**config.mk**
```make
export PLATFORM = sky130hd
export DESIGN_NAME = uart_tx_ctrl
export DESIGN_NICKNAME = d
export VERILOG_FILES = /design/src/rtl/uart_pkg.sv /design/src/rtl/uart_baud_gen.sv /design/src/rtl/uart_tx_ctrl.sv
export SDC_FILE = /design/constraint.sdc
export NUM_CORES = 1
export LEC_CHECK = 0
export ABC_CLOCK_PERIOD_IN_PS = 3400
export BUFFER_PORTS_ARGS = -buffer_cell sky130_fd_sc_hd__buf_2
export CORE_MARGIN = 2
export CORE_UTILIZATION = 59
export CTS_CLUSTER_DIAMETER = 200
export DETAILED_ROUTE_END_ITERATION = 6
export GPL_TIMING_DRIVEN = 0
export PLACE_DENSITY = 0.87
export SLEW_MARGIN = 20
export SYNTH_ARGS = -nofsm -noshare
export SYNTH_HDL_FRONTEND = slang
export SYNTH_SLANG_ARGS = --single-unit
```
**constraint.sdc**
```tcl
create_clock -name clk -period 3.4 [get_ports clk]
set_input_delay 0.68 -clock clk [delete_from_list [all_inputs] [get_ports clk]]
set_output_delay 0.68 -clock clk [all_outputs]
set_load 0.05 [all_outputs]
```
**src/rtl/uart_pkg.sv**
```systemverilog
// Shared UART transmit definitions: multiplexer select codes,
// controller state encoding and a state-to-select decode helper.
package uart_pkg;

  localparam logic [1:0] SEL_START  = 2'b00;
  localparam logic [1:0] SEL_DATA   = 2'b01;
  localparam logic [1:0] SEL_PARITY = 2'b10;
  localparam logic [1:0] SEL_STOP   = 2'b11;

  typedef enum logic [2:0] {
    S_IDLE,
    S_START,
    S_DATA,
    S_PARITY,
    S_STOP
  } tx_state_t;

  function automatic logic [1:0] sel_of(input tx_state_t s);
    logic [1:0] r;
    r = SEL_STOP;
    unique case (s)
      S_START:  r = SEL_START;
      S_DATA:   r = SEL_DATA;
      S_PARITY: r = SEL_PARITY;
      default:  r = SEL_STOP;
    endcase
    return r;
  endfunction

endpackage

```
**src/rtl/uart_baud_gen.sv**
```systemverilog
// Bit-period divider: ports clk, rst, en in; bit_tick out, high on
// the last clk cycle of each bit period. Count restarts while en is low.
module uart_baud_gen #(
  parameter int CLKS_PER_BIT = 16
) (
  input  logic clk,
  input  logic rst,
  input  logic en,
  output logic bit_tick
);

  localparam int CW = (CLKS_PER_BIT > 1) ? $clog2(CLKS_PER_BIT) : 1;
  localparam logic [CW-1:0] LAST = CW'(CLKS_PER_BIT - 1);

  logic [CW-1:0] cnt_q;
  logic [CW-1:0] cnt_d;

  assign bit_tick = en && (cnt_q == LAST);

  always_comb begin
    cnt_d = cnt_q + CW'(1);
    if (!en || cnt_q == LAST) begin
      cnt_d = '0;
    end
  end

  always_ff @(posedge clk) begin
    if (rst) begin
      cnt_q <= '0;
    end else begin
      cnt_q <= cnt_d;
    end
  end

endmodule

```
**src/rtl/uart_tx_ctrl.sv**
```systemverilog
// UART transmit sequencer driving the bit multiplexer. Ports: clk, rst,
// tx_data/tx_valid/tx_ready handshake; select, data_bit, parity_bit,
// tx_busy, tx_done outputs, all registered.
module uart_tx_ctrl
  import uart_pkg::*;
#(
  parameter int DATA_BITS    = 8,
  parameter int CLKS_PER_BIT = 16,
  parameter int PARITY_EN    = 1,
  parameter int PARITY_ODD   = 0,
  parameter int STOP_BITS    = 1
) (
  input  logic                 clk,
  input  logic                 rst,
  input  logic [DATA_BITS-1:0] tx_data,
  input  logic                 tx_valid,
  output logic                 tx_ready,
  output logic [1:0]           select,
  output logic                 data_bit,
  output logic                 parity_bit,
  output logic                 tx_busy,
  output logic                 tx_done
);

  localparam int BC_W = $clog2(DATA_BITS + 1);
  localparam logic [BC_W-1:0] LAST_DATA = BC_W'(DATA_BITS - 1);
  localparam logic [BC_W-1:0] LAST_STOP = BC_W'(STOP_BITS - 1);
  localparam logic ODD = (PARITY_ODD != 0);
  localparam logic PEN = (PARITY_EN != 0);

  tx_state_t            state_q, state_d;
  logic [DATA_BITS-1:0] shift_q, shift_d;
  logic [BC_W-1:0]      bit_cnt_q, bit_cnt_d;
  logic [1:0]           select_q, select_d;
  logic                 data_bit_q, data_bit_d;
  logic                 parity_q, parity_d;
  logic                 ready_q, ready_d;
  logic                 busy_q, busy_d;
  logic                 done_q, done_d;
  logic                 bit_tick;

  // Divider runs only while a frame is active, so it sits at zero
  // on the handshake edge and START gets a full bit period.
  uart_baud_gen #(
    .CLKS_PER_BIT(CLKS_PER_BIT)
  ) u_baud (
    .clk     (clk),
    .rst     (rst),
    .en      (state_q != S_IDLE),
    .bit_tick(bit_tick)
  );

  always_comb begin
    state_d   = state_q;
    shift_d   = shift_q;
    bit_cnt_d = bit_cnt_q;
    parity_d  = parity_q;
    done_d    = 1'b0;
    unique case (state_q)
      S_IDLE: begin
        if (tx_valid && ready_q) begin
          shift_d   = tx_data;
          parity_d  = (^tx_data) ^ ODD;
          bit_cnt_d = '0;
          state_d   = S_START;
        end
      end
      S_START: begin
        if (bit_tick) state_d = S_DATA;
      end
      S_DATA: begin
        if (bit_tick) begin
          if (bit_cnt_q == LAST_DATA) begin
            // No shift here: data_bit keeps the MSB outside DATA.
            bit_cnt_d = '0;
            state_d   = PEN ? S_PARITY : S_STOP;
          end else begin
            bit_cnt_d = bit_cnt_q + BC_W'(1);
            shift_d   = shift_q >> 1;
          end
        end
      end
      S_PARITY: begin
        if (bit_tick) state_d = S_STOP;
      end
      S_STOP: begin
        if (bit_tick) begin
          if (bit_cnt_q == LAST_STOP) begin
            bit_cnt_d = '0;
            state_d   = S_IDLE;
            done_d    = 1'b1;
          end else begin
            bit_cnt_d = bit_cnt_q + BC_W'(1);
          end
        end
      end
      default: state_d = S_IDLE;
    endcase
    // Outputs decode the next state so they line up with it.
    select_d   = sel_of(state_d);
    data_bit_d = shift_d[0];
    ready_d    = (state_d == S_IDLE);
    busy_d     = (state_d != S_IDLE);
  end

  always_ff @(posedge clk) begin
    if (rst) begin
      state_q    <= S_IDLE;
      shift_q    <= '0;
      bit_cnt_q  <= '0;
      select_q   <= SEL_STOP;
      data_bit_q <= 1'b0;
      parity_q   <= 1'b0;
      ready_q    <= 1'b1;
      busy_q     <= 1'b0;
      done_q     <= 1'b0;
    end else begin
      state_q    <= state_d;
      shift_q    <= shift_d;
      bit_cnt_q  <= bit_cnt_d;
      select_q   <= select_d;
      data_bit_q <= data_bit_d;
      parity_q   <= parity_d;
      ready_q    <= ready_d;
      busy_q     <= busy_d;
      done_q     <= done_d;
    end
  end

  assign select     = select_q;
  assign data_bit   = data_bit_q;
  assign parity_bit = parity_q;
  assign tx_ready   = ready_q;
  assign tx_busy    = busy_q;
  assign tx_done    = done_q;

endmodule

```
==> flow_summary.toml, run 1 <==
[finish]
instances_no_fill = 181
area_growth_pct = 11.89
diodes = 0
drive_gt1_share_pct = 20.13
fillers = 148
nets = 169

[cts]
cts_max_level = 1
post_cts_buffers = 0
clk_latency_ns = 0.33
clock_sinks = 25
cts_tree = "yes"
cts_resized = 0
cts.reportedPaths.clkPinSlew_ns = 0.13
root_buffer = "clkbuf_4"
cts_max_path_buffers = 2
cts_inserted_buffers = 3
cts_hold_buf = 0

[worst_setup_path]
endpoint_kind = "register"
path_class = "reg2reg"
worstPathBufferInverterCount = 1
cp_data_required_time_ns = 3.63
crit_chain = "ha_1 -> and3_1 -> clkbuf_1 -> a32oi_1 -> nor2_1 -> o2111a_1"
worst_ep_arrival_time_ns = 2.18
max_stage_delay_ns = 0.51
worstPathMaxFanout = 8
cp_slowest_cell = "a32oi_1"
crit_family = "compound AO/OA/AOI/OAI gates"
worst_setup_path_start_kind = "register"

[die]
io_pins = 18
initial_core_util_pct = 63.70
die_w_um = 50.26
rows = 16
die_h_um = 50.26
die_area_mm2 = 0.002526
core_mm2 = 0.001982

[sta]
slew_headroom_pct = 57.91
fin_crit_sh_pct = 57.23
setup_viol = 0
finClkSkew_ns = 0.01191
rsz0062_at_grt = "no"
fin_crit_ns = 1.946
final-hold-violation-count = 0
finalSetupTns_ns = 0
max_freq_ghz = 0.5139
drv_slew = 0
worst_pin_slew_ns = 0.6313

[synth]
synth_top_family_by_area = "simple AND/OR/NAND/NOR gates"
muxShareOfSynthArea_pct = 6.343
syn_avg_cell_area_um2 = 9.492
synth_edf_count = 0
synthCells = 133
synth-simple-area-share_pct = 20.81
synth_fp_nets = 147
seq_area_frac_synth_pct = 39.64
synth_adder_area_share_pct = 2.973
synth_flop_cell = "dfxtp_1"
async_reset_ff_share_pct = 0
ys_ff_latch = 25
ys_types = 40
yosysWarningCount = 0
synth_compound_area_share_pct = 16.95
synthXorXnorAreaFrac_pct = 7.631
netlist_area_mm2 = 0.001262

[power]
p_int_w = 0.0004045
p_sw_w = 0.0001831
clkPwrFrac_pct = 24.3
p_seq_share_pct = 55.0
p_leak_nw = 0.5940
p_per_area_mw_per_mm2 = 416.0
swShare_pct = 31.16
power_frac_comb_pct = 20.7
peakVddDrop_mv = 0.3709

[place]
dp.cells = 177
place_hpwl_mm = 1.836
io_buffers = 17
gp_congestion = 0.8255

[detailed_routing]
dr.first_iter.drc_count = 22
via_per_inst = 5.663
vias = 1025
routed_wl_mm = 2.462
drc = 0
ant_nets = 0
post_drt_wl_per_cell_um = 13.60
first_pass_iters = 4

[min_path]
worstHoldPathType = "reg2reg"

[grt]
grt-ovfl-total = 0
grt_antenna_before_repair = 0
gr-usage-all-layers_pct = 21.90
grt_pass1_vias = 940
grt_max_degree = 17
grt_pass1_wl_mm = 4.146

[run]
maxCapViolations = 0

[outcome]
status = "complete, no violations"
[state kept, by name, indices dropped and copies added, names as in the netlist]
name          cells
select            2
u_baud.cnt_q      4
tx_done           1
shift_q           8
bit_cnt_q         4
state_q           3
tx_busy           1
parity_bit        1
tx_ready          1
[cell usage after synthesis, drive strengths merged (4+ instances only)]
cell type,instances,area (um^2)
xnor2,8,70.07
a211oi,8,60.06
o21ai,4,20.02
clkbuf,4,15.01
a21oi,4,20.02
nor2,17,63.81
mux2i,8,80.08
inv,5,18.77
dfxtp,25,500.5
buf,4,37.53
nor3,6,30.03
or3,5,32.53
[metal layers]
layer  global-route usage [%]  vias up  share of wire (%)
li1                         -      518                  -
met1                    26.04      469                 44
met2                    36.62       30                 48
met3                    6.250        8                5.8
met4                    9.259        0                2.3
met5                        0        -                  0
[power by group through the flow]
| stage | Clock (W) | Combinational [W] | Sequential, W |
|---|---|---|---|
| 5_1_grt | 0.000158 | 0.000130 | 0.000326 |
| 6_report | 0.000143 | 0.000122 | 0.000323 |
| 3_5_place_dp | 0 | 0.000121 | 0.000329 |
| 4_1_cts | 0.000147 | 0.000121 | 0.000323 |
| 3_3_place_gp | 0 | 0.000116 | 0.000328 |
| 2_1_floorplan | 0 | 0.0000628 | 0.000356 |
[final cells by class]
class / instances / area (um^2) / share of cell area, %
Multi-Input combinational cell: 95 / 690.7 / 48.89
Sequential cell: 25 / 500.5 / 35.43
Clock inverter: 1 / 8.758 / 0.6200
Buffer: 8 / 52.55 / 3.720
Clock buffer: 3 / 22.52 / 1.594
Inverter: 5 / 18.77 / 1.329
Timing Repair Buffer: 17 / 85.08 / 6.023
Tap cell: 27 / 33.78 / 2.392
[path summary, 6_finish.rpt]
path	depth (start not counted)	slack (ns)	startpoint	endpoint
hold / removal	1	0.46	u_baud.cnt_q[0]$_SDFF_PP0_	u_baud.cnt_q[0]$_SDFF_PP0_
setup / recovery	6	1.45	u_baud.cnt_q[0]$_SDFF_PP0_	bit_cnt_q[2]$_SDFFE_PP0P_
setup reg to reg	6	1.45	u_baud.cnt_q[0]$_SDFF_PP0_	bit_cnt_q[2]$_SDFFE_PP0P_
hold reg to reg	1	0.46	u_baud.cnt_q[0]$_SDFF_PP0_	u_baud.cnt_q[0]$_SDFF_PP0_
[cells by family after synthesis]
family                   after synthesis
AO/OA/AOI/OAI                         25
XOR/XNOR                              11
adder cells (fa/ha/maj)                3
buffers and inverters                 13
flip-flops                            25
multiplexers                           8
AND/OR/NAND/NOR                       48
[worst reg2reg max path: cells and delay by family (launching register included)]
family / cells / cell delay [ns]
AOI/OAI and AO/OA: 2 / 0.77
adders and majority gates: 1 / 0.25
buffers and inverters: 1 / 0.15
DFF: 1 / 0.35
and+or+nand+nor: 2 / 0.34
[through the flow]
| step | power [W] | worst slack, ns | hold WS [ns] | cell area (um^2) | utilization (%) |
|---|---|---|---|---|---|
| 3_5_place_dp | 0.0004502 | 1.504 | 0.4411 | 1381 | 69.70 |
| 5_1_grt | 0.0006138 | 1.264 | 0.5085 | 1413 | 71.28 |
| 6_report | 0.0005876 | 1.454 | 0.4597 | 1413 | 71.28 |
| 3_3_place_gp | 0.0004440 | 1.544 | 0.4269 | 1381 | 69.70 |
| 4_1_cts | 0.0005914 | 1.458 | 0.4641 | 1413 | 71.28 |
| 2_1_floorplan | 0.0004188 | 1.689 | 0.4179 | 1262 | - |
[cells in the final DEF (no fill, tap or decap), types with 3 or more instances in the layout]
cell type / count
a211oi_1: 8
a21oi_1: 4
buf_2: 17
clkbuf_1: 4
clkbuf_4: 3
dfxtp_1: 25
ha_1: 3
inv_1: 5
mux2i_1: 8
nand2_1: 3
nand3_1: 3
nor2_1: 17
nor3_1: 6
o21ai_0: 4
or3_1: 4
xnor2_1: 8
xor2_1: 3
(Power assumes the default switching activity.)
==> run 2, diff against run 1 <==
- ABC_CLOCK_PERIOD_IN_PS: 3400 -> 2000
- CORE_UTILIZATION: 59 -> 55
- PLACE_DENSITY: 0.87 -> 0.82
- clock period: 3.4 -> 2 ns (I/O delays scaled with it)
==> flow_summary.toml, run 2 (synthesized netlist as in run 1, its figures left out) <==
[cts]
cts_max_path_buffers = 2
post_cts_buffers = 0
cts.reportedPaths.clkPinSlew_ns = 0.14
clk_latency_ns = 0.32
cts_max_level = 1
cts_inserted_buffers = 3
cts_hold_buf = 0
root_buffer = "clkbuf_4"
cts_resized = 1
clock_sinks = 25
cts_tree = "yes"

[die]
io_pins = 18
core_mm2 = 0.002191
die_h_um = 51.91
initial_core_util_pct = 57.62
rows = 17
die_w_um = 51.91
die_area_mm2 = 0.002695

[outcome]
status = "complete, no violations"

[sta]
setup_viol = 0
fin_crit_ns = 1.847
fin_crit_sh_pct = 92.37
final-hold-violation-count = 0
worst_pin_slew_ns = 0.4798
slew_headroom_pct = 67.76
finalSetupTns_ns = 0
rsz0062_at_grt = "no"
finClkSkew_ns = 0.004860
drv_slew = 0
max_freq_ghz = 0.5413

[detailed_routing]
drc = 0
post_drt_wl_per_cell_um = 13.04
via_per_inst = 5.514
dr.first_iter.drc_count = 15
vias = 998
first_pass_iters = 4
routed_wl_mm = 2.360
ant_nets = 0

[power]
p_per_area_mw_per_mm2 = 694.0
swShare_pct = 30.73
p_leak_nw = 0.5942
p_int_w = 0.0006834
peakVddDrop_mv = 0.5742
p_seq_share_pct = 55.7
p_sw_w = 0.0003031
power_frac_comb_pct = 20.5
clkPwrFrac_pct = 23.8

[worst_setup_path]
endpoint_kind = "register"
worst_setup_path_start_kind = "register"
worstPathMaxFanout = 10
worst_ep_arrival_time_ns = 2.11
path_class = "reg2reg"
cp_data_required_time_ns = 2.26

[finish]
stdcell_area_mm2 = 0.001421
area_growth_pct = 12.59
max_flop_register = "shift_q"
final_cell_mix = "dfxtp_1 (25), nor2_1 (17), buf_2 (17)"
layout_commonest_cell = "dfxtp_1"
largest_reg_flops = 8
nets = 168
diodes = 0
top_regs = "shift_q x8, bit_cnt_q x4, u_baud.cnt_q x4"
drive_gt1_share_pct = 21.57

[grt]
grt_pass1_vias = 956
gr-usage-all-layers_pct = 20.51
grt_antenna_before_repair = 0
grt_max_degree = 16
grt-ovfl-total = 0
grt_pass1_wl_mm = 4.077

[place]
io_buffers = 17
place_hpwl_mm = 1.813
gp_congestion = 0.8024
placedInstanceArea_mm2 = 0.001383

[min_path]
worstHoldPathType = "in2reg"

[run]
maxCapViolations = 0
==> run 2: cell count changes in the layout (fill, tap and decap cells not counted) <==
| cell | previous run | this run |
|---|---|---|
| a32oi_1 | 1 | 0 |
| a32oi_2 | 0 | 1 |
| clkbuf_1 | 4 | 3 |
| clkinvlp_4 | 0 | 1 |
| inv_6 | 1 | 0 |
| nor3b_1 | 2 | 1 |
| nor3b_2 | 0 | 1 |
==> run 2: worst max-delay path, cell delays in order, from the launching register on <==
cell	delay [ns]
dfxtp_1	0.33
buf_4	0.16
or3b_4	0.41
buf_6	0.17
o22ai_4	0.14
or4b_1	0.45
a21oi_1	0.13
==> run 2: layout make-up <==
cell class	count	area (um^2)
fillers	188	769.5
multi-input cells	95	703.2
plain buffers	7	48.80
inverters	5	18.77
repair buffers	17	85.08
clock buffers	3	22.52
clock inverters	1	7.507
well taps	28	35.03
flip-flops and latches	25	500.5
==> run 2: through the flow <==
stage	setup WS (ns)	total power, W	utilization [%]	hold slack, ns	instances
after floorplan	0.2891	0.0007120	-	0.4179	133
after global placement	0.1117	0.0007555	63.11	0.4295	178
after detailed placement	0.04425	0.0007618	63.11	0.4443	178
after CTS	0.05929	0.0009936	64.82	0.2718	182
after global routing	0.04786	0.001035	64.88	0.2732	181
final	0.1526	0.0009865	64.88	0.2880	181
==> run 2: final timing paths <==
path / start / slack, ns / endpoint / cells past startpoint
hold / removal: rst / 0.29 / state_q[1]$_SDFF_PP0_ / 2
hold reg to reg: u_baud.cnt_q[0]$_SDFF_PP0_ / 0.46 / u_baud.cnt_q[0]$_SDFF_PP0_ / 1
setup / recovery: state_q[2]$_SDFF_PP0_ / 0.15 / bit_cnt_q[0]$_SDFFE_PP0P_ / 6
setup reg to reg: state_q[2]$_SDFF_PP0_ / 0.15 / bit_cnt_q[0]$_SDFFE_PP0P_ / 6
==> run 2: power groups by stage <==
| stage | logic [W] | clock network (W) | registers, W |
|---|---|---|---|
| 6_report | 0.000203 | 0.000235 | 0.000549 |
| 5_1_grt | 0.000219 | 0.000262 | 0.000554 |
| 4_1_cts | 0.000204 | 0.000241 | 0.000549 |
| 3_5_place_dp | 0.000203 | 0 | 0.000559 |
| 3_3_place_gp | 0.000197 | 0 | 0.000558 |
| 2_1_floorplan | 0.000107 | 0 | 0.000605 |
==> run 2: per-layer routing <==
metal | global-route usage (%) | routed length, um
met5 | 0 | 0
met2 | 33.33 | 1163
met3 | 3.448 | 62
met1 | 25.72 | 1111
met4 | 10.96 | 23
